## src/rtl/axil_pkg.sv

```systemverilog
// Shared types and helpers for the AXI4-Lite to register-bus bridge.
//   RESP_*      : AXI response codes
//   wr_state_t  : write-path FSM states
//   rd_state_t  : read-path FSM states
//   addr_ok()   : word-aligned and inside the implemented register window
package axil_pkg;

    localparam logic [1:0] RESP_OKAY   = 2'b00;
    localparam logic [1:0] RESP_SLVERR = 2'b10;

    typedef enum logic [1:0] {W_IDLE, W_EXEC, W_RESP} wr_state_t;
    typedef enum logic [1:0] {R_IDLE, R_EXEC, R_RESP} rd_state_t;

    // Address is zero-extended by the caller so one helper serves any AW.
    function automatic logic addr_ok(input logic [31:0] addr, input int unsigned nregs);
        return (addr[1:0] == 2'b00) && ((addr >> 2) < nregs);
    endfunction

endpackage

```

## src/rtl/axil_reg_bridge.sv

```systemverilog
// AXI4-Lite slave front-end for a simple register bus.
// Ports:
//   clk, rst                    : rising-edge clock, async active-high reset
//   s_aw*/s_w*/s_b*             : AXI write address/data/response channels
//   s_ar*/s_r*                  : AXI read address/data channels
//   wr_addr/wr_data/wr_en/wr_ready : register write port (held until wr_ready)
//   rd_addr/rd_en/rd_data/rd_valid : register read port (held until rd_valid)
// Write and read paths are independent FSMs, one outstanding access each.
module axil_reg_bridge
    import axil_pkg::*;
#(
    parameter int unsigned AW      = 4,
    parameter int unsigned DW      = 32,
    parameter int unsigned NREGS   = 4,
    parameter int unsigned TIMEOUT = 16
) (
    input  logic            clk,
    input  logic            rst,
    input  logic [AW-1:0]   s_awaddr,
    input  logic            s_awvalid,
    output logic            s_awready,
    input  logic [DW-1:0]   s_wdata,
    input  logic [DW/8-1:0] s_wstrb,
    input  logic            s_wvalid,
    output logic            s_wready,
    output logic [1:0]      s_bresp,
    output logic            s_bvalid,
    input  logic            s_bready,
    input  logic [AW-1:0]   s_araddr,
    input  logic            s_arvalid,
    output logic            s_arready,
    output logic [DW-1:0]   s_rdata,
    output logic [1:0]      s_rresp,
    output logic            s_rvalid,
    input  logic            s_rready,
    output logic [AW-1:0]   wr_addr,
    output logic [DW-1:0]   wr_data,
    output logic            wr_en,
    input  logic            wr_ready,
    output logic [AW-1:0]   rd_addr,
    output logic            rd_en,
    input  logic [DW-1:0]   rd_data,
    input  logic            rd_valid
);

    localparam int unsigned SW    = DW / 8;
    localparam int unsigned CNT_W = $clog2(TIMEOUT);
    localparam logic [CNT_W-1:0] CNT_LAST = CNT_W'(TIMEOUT - 1);

    wr_state_t        wr_state_q, wr_state_d;
    logic             aw_got_q, aw_got_d, w_got_q, w_got_d, w_err_q, w_err_d;
    logic [AW-1:0]    awaddr_q, awaddr_d;
    logic [DW-1:0]    wdata_q, wdata_d;
    logic [SW-1:0]    wstrb_q, wstrb_d;
    logic [CNT_W-1:0] wr_cnt_q, wr_cnt_d;
    logic             wr_en_q, wr_en_d, awready_q, awready_d, wready_q, wready_d;
    logic             bvalid_q, bvalid_d;
    logic [1:0]       bresp_q, bresp_d;

    rd_state_t        rd_state_q, rd_state_d;
    logic             r_err_q, r_err_d, rd_en_q, rd_en_d, arready_q, arready_d;
    logic             rvalid_q, rvalid_d;
    logic [AW-1:0]    araddr_q, araddr_d;
    logic [CNT_W-1:0] rd_cnt_q, rd_cnt_d;
    logic [DW-1:0]    rdata_q, rdata_d;
    logic [1:0]       rresp_q, rresp_d;

    // Write path: capture AW/W independently, execute once, respond on B.
    always_comb begin
        wr_state_d = wr_state_q;
        aw_got_d   = aw_got_q;
        w_got_d    = w_got_q;
        w_err_d    = w_err_q;
        awaddr_d   = awaddr_q;
        wdata_d    = wdata_q;
        wstrb_d    = wstrb_q;
        wr_cnt_d   = wr_cnt_q;
        wr_en_d    = wr_en_q;
        awready_d  = awready_q;
        wready_d   = wready_q;
        bvalid_d   = bvalid_q;
        bresp_d    = bresp_q;
        case (wr_state_q)
            W_IDLE: begin
                if (s_awvalid && awready_q) begin
                    aw_got_d = 1'b1;
                    awaddr_d = s_awaddr;
                end
                if (s_wvalid && wready_q) begin
                    w_got_d = 1'b1;
                    wdata_d = s_wdata;
                    wstrb_d = s_wstrb;
                end
                if (aw_got_d && w_got_d) begin
                    wr_state_d = W_EXEC;
                    wr_cnt_d   = '0;
                    w_err_d    = !addr_ok(32'(awaddr_d), NREGS) || (wstrb_d != '1);
                    wr_en_d    = !w_err_d;
                    awready_d  = 1'b0;
                    wready_d   = 1'b0;
                end else begin
                    awready_d = !aw_got_d;
                    wready_d  = !w_got_d;
                end
            end
            W_EXEC: begin
                if (w_err_q) begin
                    wr_state_d = W_RESP;
                    bvalid_d   = 1'b1;
                    bresp_d    = RESP_SLVERR;
                end else if (wr_ready) begin
                    wr_state_d = W_RESP;
                    wr_en_d    = 1'b0;
                    bvalid_d   = 1'b1;
                    bresp_d    = RESP_OKAY;
                end else if (wr_cnt_q == CNT_LAST) begin
                    wr_state_d = W_RESP;
                    wr_en_d    = 1'b0;
                    bvalid_d   = 1'b1;
                    bresp_d    = RESP_SLVERR;
                end else begin
                    wr_cnt_d = wr_cnt_q + CNT_W'(1);
                end
            end
            W_RESP: begin
                if (s_bready) begin
                    wr_state_d = W_IDLE;
                    bvalid_d   = 1'b0;
                    aw_got_d   = 1'b0;
                    w_got_d    = 1'b0;
                    awready_d  = 1'b1;
                    wready_d   = 1'b1;
                end
            end
            default: wr_state_d = W_IDLE;
        endcase
    end

    // Read path: capture AR, execute once, respond on R.
    always_comb begin
        rd_state_d = rd_state_q;
        r_err_d    = r_err_q;
        rd_en_d    = rd_en_q;
        arready_d  = arready_q;
        rvalid_d   = rvalid_q;
        araddr_d   = araddr_q;
        rd_cnt_d   = rd_cnt_q;
        rdata_d    = rdata_q;
        rresp_d    = rresp_q;
        case (rd_state_q)
            R_IDLE: begin
                arready_d = 1'b1;
                if (s_arvalid && arready_q) begin
                    rd_state_d = R_EXEC;
                    araddr_d   = s_araddr;
                    rd_cnt_d   = '0;
                    r_err_d    = !addr_ok(32'(s_araddr), NREGS);
                    rd_en_d    = !r_err_d;
                    arready_d  = 1'b0;
                end
            end
            R_EXEC: begin
                if (r_err_q) begin
                    rd_state_d = R_RESP;
                    rvalid_d   = 1'b1;
                    rdata_d    = '0;
                    rresp_d    = RESP_SLVERR;
                end else if (rd_valid) begin
                    rd_state_d = R_RESP;
                    rd_en_d    = 1'b0;
                    rvalid_d   = 1'b1;
                    rdata_d    = rd_data;
                    rresp_d    = RESP_OKAY;
                end else if (rd_cnt_q == CNT_LAST) begin
                    rd_state_d = R_RESP;
                    rd_en_d    = 1'b0;
                    rvalid_d   = 1'b1;
                    rdata_d    = '0;
                    rresp_d    = RESP_SLVERR;
                end else begin
                    rd_cnt_d = rd_cnt_q + CNT_W'(1);
                end
            end
            R_RESP: begin
                if (s_rready) begin
                    rd_state_d = R_IDLE;
                    rvalid_d   = 1'b0;
                    arready_d  = 1'b1;
                end
            end
            default: rd_state_d = R_IDLE;
        endcase
    end

    // State and output registers for both paths.
    always_ff @(posedge clk or posedge rst) begin
        if (rst) begin
            wr_state_q <= W_IDLE;
            aw_got_q   <= 1'b0;
            w_got_q    <= 1'b0;
            w_err_q    <= 1'b0;
            awaddr_q   <= '0;
            wdata_q    <= '0;
            wstrb_q    <= '0;
            wr_cnt_q   <= '0;
            wr_en_q    <= 1'b0;
            awready_q  <= 1'b0;
            wready_q   <= 1'b0;
            bvalid_q   <= 1'b0;
            bresp_q    <= 2'b00;
            rd_state_q <= R_IDLE;
            r_err_q    <= 1'b0;
            rd_en_q    <= 1'b0;
            arready_q  <= 1'b0;
            rvalid_q   <= 1'b0;
            araddr_q   <= '0;
            rd_cnt_q   <= '0;
            rdata_q    <= '0;
            rresp_q    <= 2'b00;
        end else begin
            wr_state_q <= wr_state_d;
            aw_got_q   <= aw_got_d;
            w_got_q    <= w_got_d;
            w_err_q    <= w_err_d;
            awaddr_q   <= awaddr_d;
            wdata_q    <= wdata_d;
            wstrb_q    <= wstrb_d;
            wr_cnt_q   <= wr_cnt_d;
            wr_en_q    <= wr_en_d;
            awready_q  <= awready_d;
            wready_q   <= wready_d;
            bvalid_q   <= bvalid_d;
            bresp_q    <= bresp_d;
            rd_state_q <= rd_state_d;
            r_err_q    <= r_err_d;
            rd_en_q    <= rd_en_d;
            arready_q  <= arready_d;
            rvalid_q   <= rvalid_d;
            araddr_q   <= araddr_d;
            rd_cnt_q   <= rd_cnt_d;
            rdata_q    <= rdata_d;
            rresp_q    <= rresp_d;
        end
    end

    assign s_awready = awready_q;
    assign s_wready  = wready_q;
    assign s_bvalid  = bvalid_q;
    assign s_bresp   = bresp_q;
    assign s_arready = arready_q;
    assign s_rvalid  = rvalid_q;
    assign s_rdata   = rdata_q;
    assign s_rresp   = rresp_q;
    assign wr_addr   = awaddr_q;
    assign wr_data   = wdata_q;
    assign wr_en     = wr_en_q;
    assign rd_addr   = araddr_q;
    assign rd_en     = rd_en_q;

endmodule

```

## config.mk

```make
export PLATFORM = sky130hd
export DESIGN_NAME = axil_reg_bridge
export DESIGN_NICKNAME = d
export VERILOG_FILES = /design/src/rtl/axil_pkg.sv /design/src/rtl/axil_reg_bridge.sv
export SDC_FILE = /design/constraint.sdc
export NUM_CORES = 1
export LEC_CHECK = 0
export CAP_MARGIN = 30
export CORE_UTILIZATION = 44
export DETAILED_ROUTE_END_ITERATION = 10
export GPL_TIMING_DRIVEN = 0
export PLACE_DENSITY = 0.88
export SLEW_MARGIN = 20
export SYNTH_ARGS = -nofsm -noshare
export SYNTH_HDL_FRONTEND = slang
export SYNTH_SLANG_ARGS = --single-unit
```

## constraint.sdc

```tcl
create_clock -name clk -period 3.8 [get_ports clk]
set_input_delay 0.76 -clock clk [delete_from_list [all_inputs] [get_ports clk]]
set_output_delay 0.76 -clock clk [all_outputs]
set_load 0.05 [all_outputs]
```

==> results of run 1 <==
-- layout by cell type (no fill, tap or decap), drive strengths merged, types with 3 or more instances in the layout --
| cell | instances |
|---|---|
| nand4 | 3 |
| a21oi | 9 |
| dfrtp | 101 |
| clkdlybuf4s50 | 165 |
| o211ai | 3 |
| mux2 | 43 |
| buf | 15 |
| nand2 | 20 |
| o21ai | 13 |
| nand3 | 10 |
| ha | 10 |
| a21boi | 4 |
| inv | 19 |
| nor2 | 5 |
| a22o | 32 |
| a31oi | 5 |
| clkbuf | 11 |
| mux2i | 5 |
| nand2b | 3 |
| o22a | 3 |
| and3 | 4 |
-- through the flow --
stage / setup slack [ns] / hold slack, ns / std cells / power (mW) / TNS (ns)
after floorplan: 0.3929 / 0.4776 / 334 / 3.958 / 0
after CTS: 1.357 / 0.4940 / 645 / 5.777 / 0
after global routing: 1.316 / 0.5009 / 645 / 6.035 / 0
final: 1.377 / 0.4880 / 645 / 5.740 / 0
after global placement: -0.9826 / 0.4661 / 628 / 4.951 / -98.73
after detailed placement: 1.283 / 0.4703 / 629 / 5.065 / 0
-- power breakdown --
group	switching (mW)	internal, mW	total (mW)
clock	0.386	0.314	0.699
combinational	2.03	1.22	3.25
sequential	0.279	1.51	1.79
total	2.70	3.04	5.74
-- cells by family (layout without fill, tap and decap cells) --
kind of cell             Yosys count  after routing  synth area share
buffers and inverters             33            215           0.03598
adder cells (fa/ha/maj)           10             10           0.02902
AO/OA/AOI/OAI                     84             84            0.1515
multiplexers                      48             48            0.1239
other                              1              2         0.0008697
flip-flops                       101            101            0.5862
AND/OR/NAND/NOR                   56             56           0.07255
-- Yosys cell counts (2+ instances only) --
cell type and instances:
nand2b_1 3, a21oi_1 7, mux2i_1 5, and3_1 3, inv_1 16, a221oi_2 2
nor2_1 5, nand3_2 2, nand2_1 20, buf_2 10, nand4_1 3, ha_1 10
a21boi_0 4, buf_4 3, o22a_1 3, a22o_1 32, clkbuf_1 2, mux2_2 42
a21oi_2 2, nand3_1 8, o211ai_1 3, dfrtp_1 101, o21ai_0 11, a31oi_1 5
-- final timing paths --
check	to
setup / recovery	s_wready
hold / removal	rd_addr[0]
setup reg to reg	rd_en
hold reg to reg	rd_addr[0]
max in group asynchronous	wr_data[21]
min in group asynchronous	wr_data[27]
-- area by class of cell --
cell class / instances / area [um2] / share of cell area
sequential: 101 / 2527 / 0.3969
clock inverter: 7 / 82.58 / 0.01297
clock buffer: 9 / 123.9 / 0.01945
buffer: 16 / 91.34 / 0.01434
timing repair buffer: 166 / 1679 / 0.2637
inverter: 17 / 68.82 / 0.01081
multi-input combinational: 200 / 1633 / 0.2564
tap: 129 / 161.4 / 0.02535
-- layer usage --
metal	GRT usage	vias to the layer above	wire (um)
met5	0	-	0
met4	0.08696	0	249
met3	0.06033	27	733
met2	0.3820	153	5298
met1	0.2495	1709	4166
li1	-	1566	-
-- flip-flops by register name, indices dropped and copies added, names as in the netlist, 2 cells and up --
signal	cells
s_rdata	32
wr_cnt_q	4
rd_addr	4
wr_data	32
rd_state_q	2
wr_addr	4
rd_cnt_q	4
wr_state_q	2
wstrb_q	4
==> out/metrics.csv, run 1 <==
metric,value,unit
vias,3455,
drt-total-wl,10.45,mm
maxCapViolCount,0,
yosys_warnings,0,
areaGrowthSynthToFinish,47.68,%
synth-edff-count,0,
leakagePower,2.775,nW
clkTransAtPathRegs,0.10,ns
cp.arrival,1.66,ns
start_kind,flip-flop,
path_depth,1,
clock_latency,0.36,ns
outcome,"finished, final reports clean",
cts.sinks,101,
setup_viol,0,
yosysSeqAreaShare,0.5862,
cts_made_buffers,9,
antenna_left,0,
reg2reg_depth,6,
netlist.area_leader.share,0.5862,
ys_types,55,
p_per_area,901.4,mW/mm2
postCtsSetupBuffers,0,
crit_path_max_incr_delay,0.85,ns
hold_viol,0,
wl_per_cell,16.20,um
grt_pass1_vias,3597,
vdd_drop_max,0.5324,mV
min_path_type,flip-flop to flip-flop,
antenna_found_initial,0,
holdBufCountCts,0,
period_minus_slack,2.423,ns
ys_top_cells_by_area,"dfrtp_1 59%, mux2_2 11%, a22o_1 6.5%, ha_1 2.9%, nand2_1 1.7%",
die_area,0.01020,mm2
path_class,flip-flop to output pin,
hold_depth,2,
nets,606,
ys_ff_latch,101,
postLayoutCellArea,0.006367,mm2
port_buffers,165,
path_delay_family,buffers and inverters,
place.gp.congestion,0.8266,
cts-root-buf,clkbuf_8,
synth_area,0.004312,mm2
grt_setup_unrepaired,false,
cp.required,3.04,ns
path_buf_inv,1,
worst_pin_slew,0.5503,ns
slew_viol_final,0,
cts_tree,built,
nFillCells,704,
ios,168,
synth_area_per_cell,12.95,um2
post-route-util,0.6794,
grt_usage,0.2169,
first_pass_iters,4,
cp_cell_sequence,clkdlybuf4s50_1,
critPathLaunch,s_wready,
die_w,101.0,um
coreArea,0.009371,mm2
synth_area_leader_cell,dfrtp_1,
fp-row-count,35,
async_flop_share,1.000,
antenna_cells,0,
start_util,0.4601,
critical-path-slowest-cell,clkdlybuf4s50_1,
placed_cell_area,0.006161,mm2
syn_inst,333,
dp_hpwl,7.934,mm
skew,0.01432,ns
htreeDepth,3,
relSlewSlack,0.6320,
min_period_over_period,0.6377,
post_cts_resize_count,0,
overflow,0,
hold_start,rd_addr[0],
crit_path_end_kind,output pin,
first_iter_violations,46,
drive_above_1_share,0.1725,
r2r_setup_slack,1.97,ns
fmax,412.7,MHz
cts.path.max_buffers,2,
drt-vias-per-instance,5.357,
worstPathMaxFanout,5,
grt_pass1_wl,17.12,mm
die_height,101.0,um
synth-main-ff-cell,dfrtp_1,
drcViolationCount,0,
regToRegStartpoint,rd_state_q[1],
grt_max_degree,72,
Note: power is estimated with default switching activity, not from simulation.
==> run 2, diff against run 1 <==
--- a/config.mk
+++ b/config.mk
@@ -6,10 +6,10 @@
 export NUM_CORES = 1
 export LEC_CHECK = 0
 export CAP_MARGIN = 30
-export CORE_UTILIZATION = 44
+export CORE_UTILIZATION = 40
 export DETAILED_ROUTE_END_ITERATION = 10
 export GPL_TIMING_DRIVEN = 0
-export PLACE_DENSITY = 0.88
+export PLACE_DENSITY = 0.84
 export SLEW_MARGIN = 20
 export SYNTH_ARGS = -nofsm -noshare
 export SYNTH_HDL_FRONTEND = slang
==> constraint.sdc (replaced) <==
create_clock -name clk -period 2.2 [get_ports clk]
set_input_delay 0.44 -clock clk [delete_from_list [all_inputs] [get_ports clk]]
set_output_delay 0.44 -clock clk [all_outputs]
set_load 0.05 [all_outputs]
==> out/metrics.csv, run 2 (synthesis gave the netlist of run 1 again) <==
metric,value,unit
worst_pin_slew,0.5531,ns
whs,0.3729,ns
grtUsageMet1,0.2489,
fmax,476.2,MHz
final_cell_mix,"165 x clkdlybuf4s50_1, 101 x dfrtp_1, 42 x mux2_2",
crit_path_end_kind,output pin,
nFillCells,829,
crit_path_max_incr_delay,0.84,ns
path_buf_inv,1,
dp_hpwl,7.835,mm
grt_max_degree,37,
outcome,"finished, final reports clean",
htreeDepth,3,
vdd_drop_max,0.7246,mV
start_kind,flip-flop,
first_iter_violations,88,
placed_cell_area,0.006201,mm2
nets,608,
antenna_cells,0,
grt_setup_unrepaired,false,
die_w,105.8,um
holdBufCountCts,0,
cts_made_buffers,9,
cp_cell_sequence,clkdlybuf4s50_1,
skew,0.01267,ns
die_area,0.01120,mm2
cp.required,1.76,ns
fin_total_pwr,9.861,mW
relSlewSlack,0.6301,
postCtsSetupBuffers,0,
cts-root-buf,clkbuf_8,
path_delay_family,buffers and inverters,
hold_viol,0,
min_period_over_period,0.9546,
maxCapViolCount,0,
finalSetupTns,0,ns
p_per_area,1541,mW/mm2
drive_above_1_share,0.1757,
layout.cells.most_common,clkdlybuf4s50_1,
path_class,flip-flop to output pin,
wl_per_cell,15.80,um
clkTransAtPathRegs,0.10,ns
busiest_layer,met2,
period_minus_slack,2.100,ns
met3_usage,0.05690,
worstPathMaxFanout,6,
cp.arrival,1.66,ns
coreArea,0.01037,mm2
clock_latency,0.37,ns
grt_usage,0.1974,
leakagePower,2.787,nW
drcViolationCount,0,
antenna_left,0,
ios,168,
start_util,0.4158,
postLayoutCellArea,0.006399,mm2
port_buffers,165,
vias,3377,
slew_viol_final,0,
first_pass_iters,6,
min_path_type,primary input to asynchronous set/reset pin,
place.gp.congestion,0.8233,
cts.sinks,101,
grt_pass1_vias,3508,
drt-vias-per-instance,5.164,
use_met2,0.3226,
die_height,105.8,um
areaGrowthSynthToFinish,48.40,%
critical-path-slowest-cell,clkdlybuf4s50_1,
cts_tree,built,
antenna_found_initial,0,
post_cts_resize_count,0,
setup_viol,0,
fp-row-count,37,
grt_pass1_wl,17.17,mm
overflow,0,
cts.path.max_buffers,2,
drt-total-wl,10.33,mm
-- run 2: where the power goes --
| part | switching [mW] | internal (mW) | leakage (nW) |
|---|---|---|---|
| Clock | 0.647 | 0.530 | 0.0996 |
| Sequential | 0.476 | 2.60 | 1.26 |
| Combinational | 3.49 | 2.11 | 1.42 |
| Total | 4.62 | 5.24 | 2.79 |
-- run 2: cell type report --
class | count | area, um2 | share of cell area
Tap cell | 136 | 170.2 | 0.02659
Multi-Input combinational cell | 200 | 1633 | 0.2552
Sequential cell | 101 | 2527 | 0.3950
Inverter | 17 | 67.56 | 0.01056
Clock inverter | 7 | 73.82 | 0.01154
Buffer | 16 | 91.34 | 0.01427
Clock buffer | 9 | 123.9 | 0.01936
Timing Repair Buffer | 168 | 1712 | 0.2675
-- run 2: stage by stage --
step                      worst slack [ns]  cells    util
after global routing               0.03273    654  0.6170
after detailed placement          -0.05272    638  0.5980
after global placement             -0.3984    635  0.5922
final                              0.09985    654  0.6170
after CTS                          0.08650    654  0.6170
after floorplan                     0.4181    334       -
-- run 2: routing by layer --
| metal | vias to the layer above | share of wire |
|---|---|---|
| li1 | 1572 | - |
| met1 | 1629 | 0.43 |
| met2 | 152 | 0.48 |
| met3 | 24 | 0.069 |
| met4 | 0 | 0.024 |
| met5 | - | 0 |
-- run 2: final timing paths --
path / startpoint / to / slack [ns] / cells after the start
min: rst / wr_data[15] / 0.37 / 2
min in group clk: rd_addr[0] / rd_addr[0] / 0.49 / 2
max in group asynchronous: rst / rd_cnt_q[1] / 1.17 / 4
max reg2reg: wr_cnt_q[1] / wr_state_q[1] / 0.40 / 6
max: s_awready / s_awready / 0.1 / 1
min reg2reg: rd_addr[0] / rd_addr[0] / 0.49 / 2
==> run 3, diff against run 2 <==
--- a/config.mk
+++ b/config.mk
@@ -8,7 +8,6 @@
 export CAP_MARGIN = 30
 export CORE_UTILIZATION = 40
 export DETAILED_ROUTE_END_ITERATION = 10
-export GPL_TIMING_DRIVEN = 0
 export PLACE_DENSITY = 0.84
 export SLEW_MARGIN = 20
 export SYNTH_ARGS = -nofsm -noshare
==> out/metrics.csv, run 3 (synthesis gave the netlist of run 1 again) <==
metric,value,unit
skew,0.01339,ns
layout.cells.most_common,clkdlybuf4s50_1,
drcViolationCount,0,
htreeDepth,3,
cts_made_buffers,9,
first_iter_violations,80,
cts.sinks,101,
crit_path_end_kind,output pin,
wl_per_cell,15.62,um
drt-total-wl,10.11,mm
outcome,"finished, final reports clean",
net-switching-power,4.621,mW
vdd_drop_max,0.7726,mV
ios,168,
p_clk_frac,0.131,
relSlewSlack,0.6406,
coreArea,0.01037,mm2
period_minus_slack,2.114,ns
grt_pass1_wl,16.24,mm
cts.path.max_buffers,2,
hold_viol,0,
whs,0.4636,ns
crit_path_max_incr_delay,0.85,ns
nets,601,
pwr-share-comb,0.563,
final_cell_mix,"165 x clkdlybuf4s50_1, 101 x dfrtp_1, 42 x mux2_2",
path_depth,1,
die_height,105.8,um
p_seq_frac,0.306,
antenna_found_initial,0,
nFillCells,855,
fmax,473.0,MHz
cp.arrival,1.67,ns
grt_usage,0.1830,
fin_total_pwr,10.04,mW
grt_setup_unrepaired,false,
areaGrowthSynthToFinish,48.52,%
slew_viol_final,0,
start_kind,flip-flop,
dp_hpwl,7.496,mm
holdBufCountCts,0,
finalWorstSetupSlack,0.08592,ns
cp.required,1.76,ns
port_buffers,165,
setup_viol,0,
drive_above_1_share,0.1683,
leakagePower,2.781,nW
die_w,105.8,um
reg2reg_depth,6,
p_sw_frac,0.4602,
p_int,5.420,mW
vias,3315,
post_cts_resize_count,0,
overflow,0,
postCtsSetupBuffers,0,
antenna_left,0,
cts_tree,built,
maxCapViolCount,0,
finalSetupTns,0,ns
p_per_area,1568,mW/mm2
post-place-ws,0.1450,ns
worst_pin_slew,0.5374,ns
clock_latency,0.35,ns
start_util,0.4158,
drt-vias-per-instance,5.124,
antenna_cells,0,
worstPathMaxFanout,6,
cp_cell_sequence,clkdlybuf4s50_1,
grt_max_degree,42,
clkTransAtPathRegs,0.10,ns
cts-root-buf,clkbuf_8,
path_buf_inv,1,
min_period_over_period,0.9609,
critical-path-slowest-cell,clkdlybuf4s50_1,
fp-row-count,37,
path_delay_family,buffers and inverters,
place.gp.congestion,0.8547,
first_pass_iters,4,
die_area,0.01120,mm2
grt_pass1_vias,3379,
min_path_type,primary input to asynchronous set/reset pin,
path_class,flip-flop to output pin,
==> run 3: cell types whose count changed in the layout (fill, tap and decap cells not counted) <==
cell	previous run	this run
clkbuf_1	2	0
bufinv_16	1	2
buf_4	3	9
inv_6	1	3
buf_2	10	0
clkinv_2	2	0
buf_6	1	0
clkinv_4	2	1
==> run 3: worst register-to-register path: stages (launching register included) <==
cell,delay (ns)
dfrtp_1,0.41
inv_1,0.11
ha_1,0.32
nand3_2,0.21
or3_1,0.36
a21boi_0,0.13
o211ai_1,0.15
==> run 3: final timing paths <==
kind	start	end	slack [ns]
setup reg to reg	rd_state_q[0]	rd_en	0.42
max in group asynchronous	rst	s_rdata[6]	1.16
setup / recovery	s_awready	s_awready	0.09
hold reg to reg	rd_addr[3]	rd_addr[3]	0.48
hold / removal	rst	wr_data[15]	0.46
min in group clk	rd_addr[3]	rd_addr[3]	0.48
==> run 3: stage by stage <==
step / instances / instance area [um2] / util
4_1_cts: 647 / 6404 / 0.6175
2_1_floorplan: 334 / 4319 / -
5_1_grt: 647 / 6404 / 0.6175
6_report: 647 / 6404 / 0.6175
3_3_place_gp: 631 / 6177 / 0.5957
3_5_place_dp: 631 / 6177 / 0.5957
==> run 3: per-layer routing <==
metal,share of wire,vias to the layer above,GRT usage
li1,-,1553,-
met1,0.43,1620,0.2320
met2,0.48,130,0.3067
met3,0.073,12,0.04824
met4,0.012,0,0.05456
met5,0,-,0
==> run 3: cell type report <==
class,instances,area (um2),share of cell area
Inverter,17,67.56,0.01055
Multi-Input combinational cell,200,1633,0.2550
Sequential cell,101,2527,0.3947
Clock inverter,7,102.6,0.01602
Tap cell,136,170.2,0.02657
Clock buffer,9,123.9,0.01934
Timing Repair Buffer,177,1779,0.2778
==> run 3: power groups by stage <==
stage,sequential (mW),clock (mW),combinational [mW]
6_report,3.08,1.31,5.65
5_1_grt,3.19,1.43,5.94
4_1_cts,3.09,1.36,5.69
3_5_place_dp,3.11,0,5.66
3_3_place_gp,3.07,0,5.57
2_1_floorplan,5.22,0,1.62
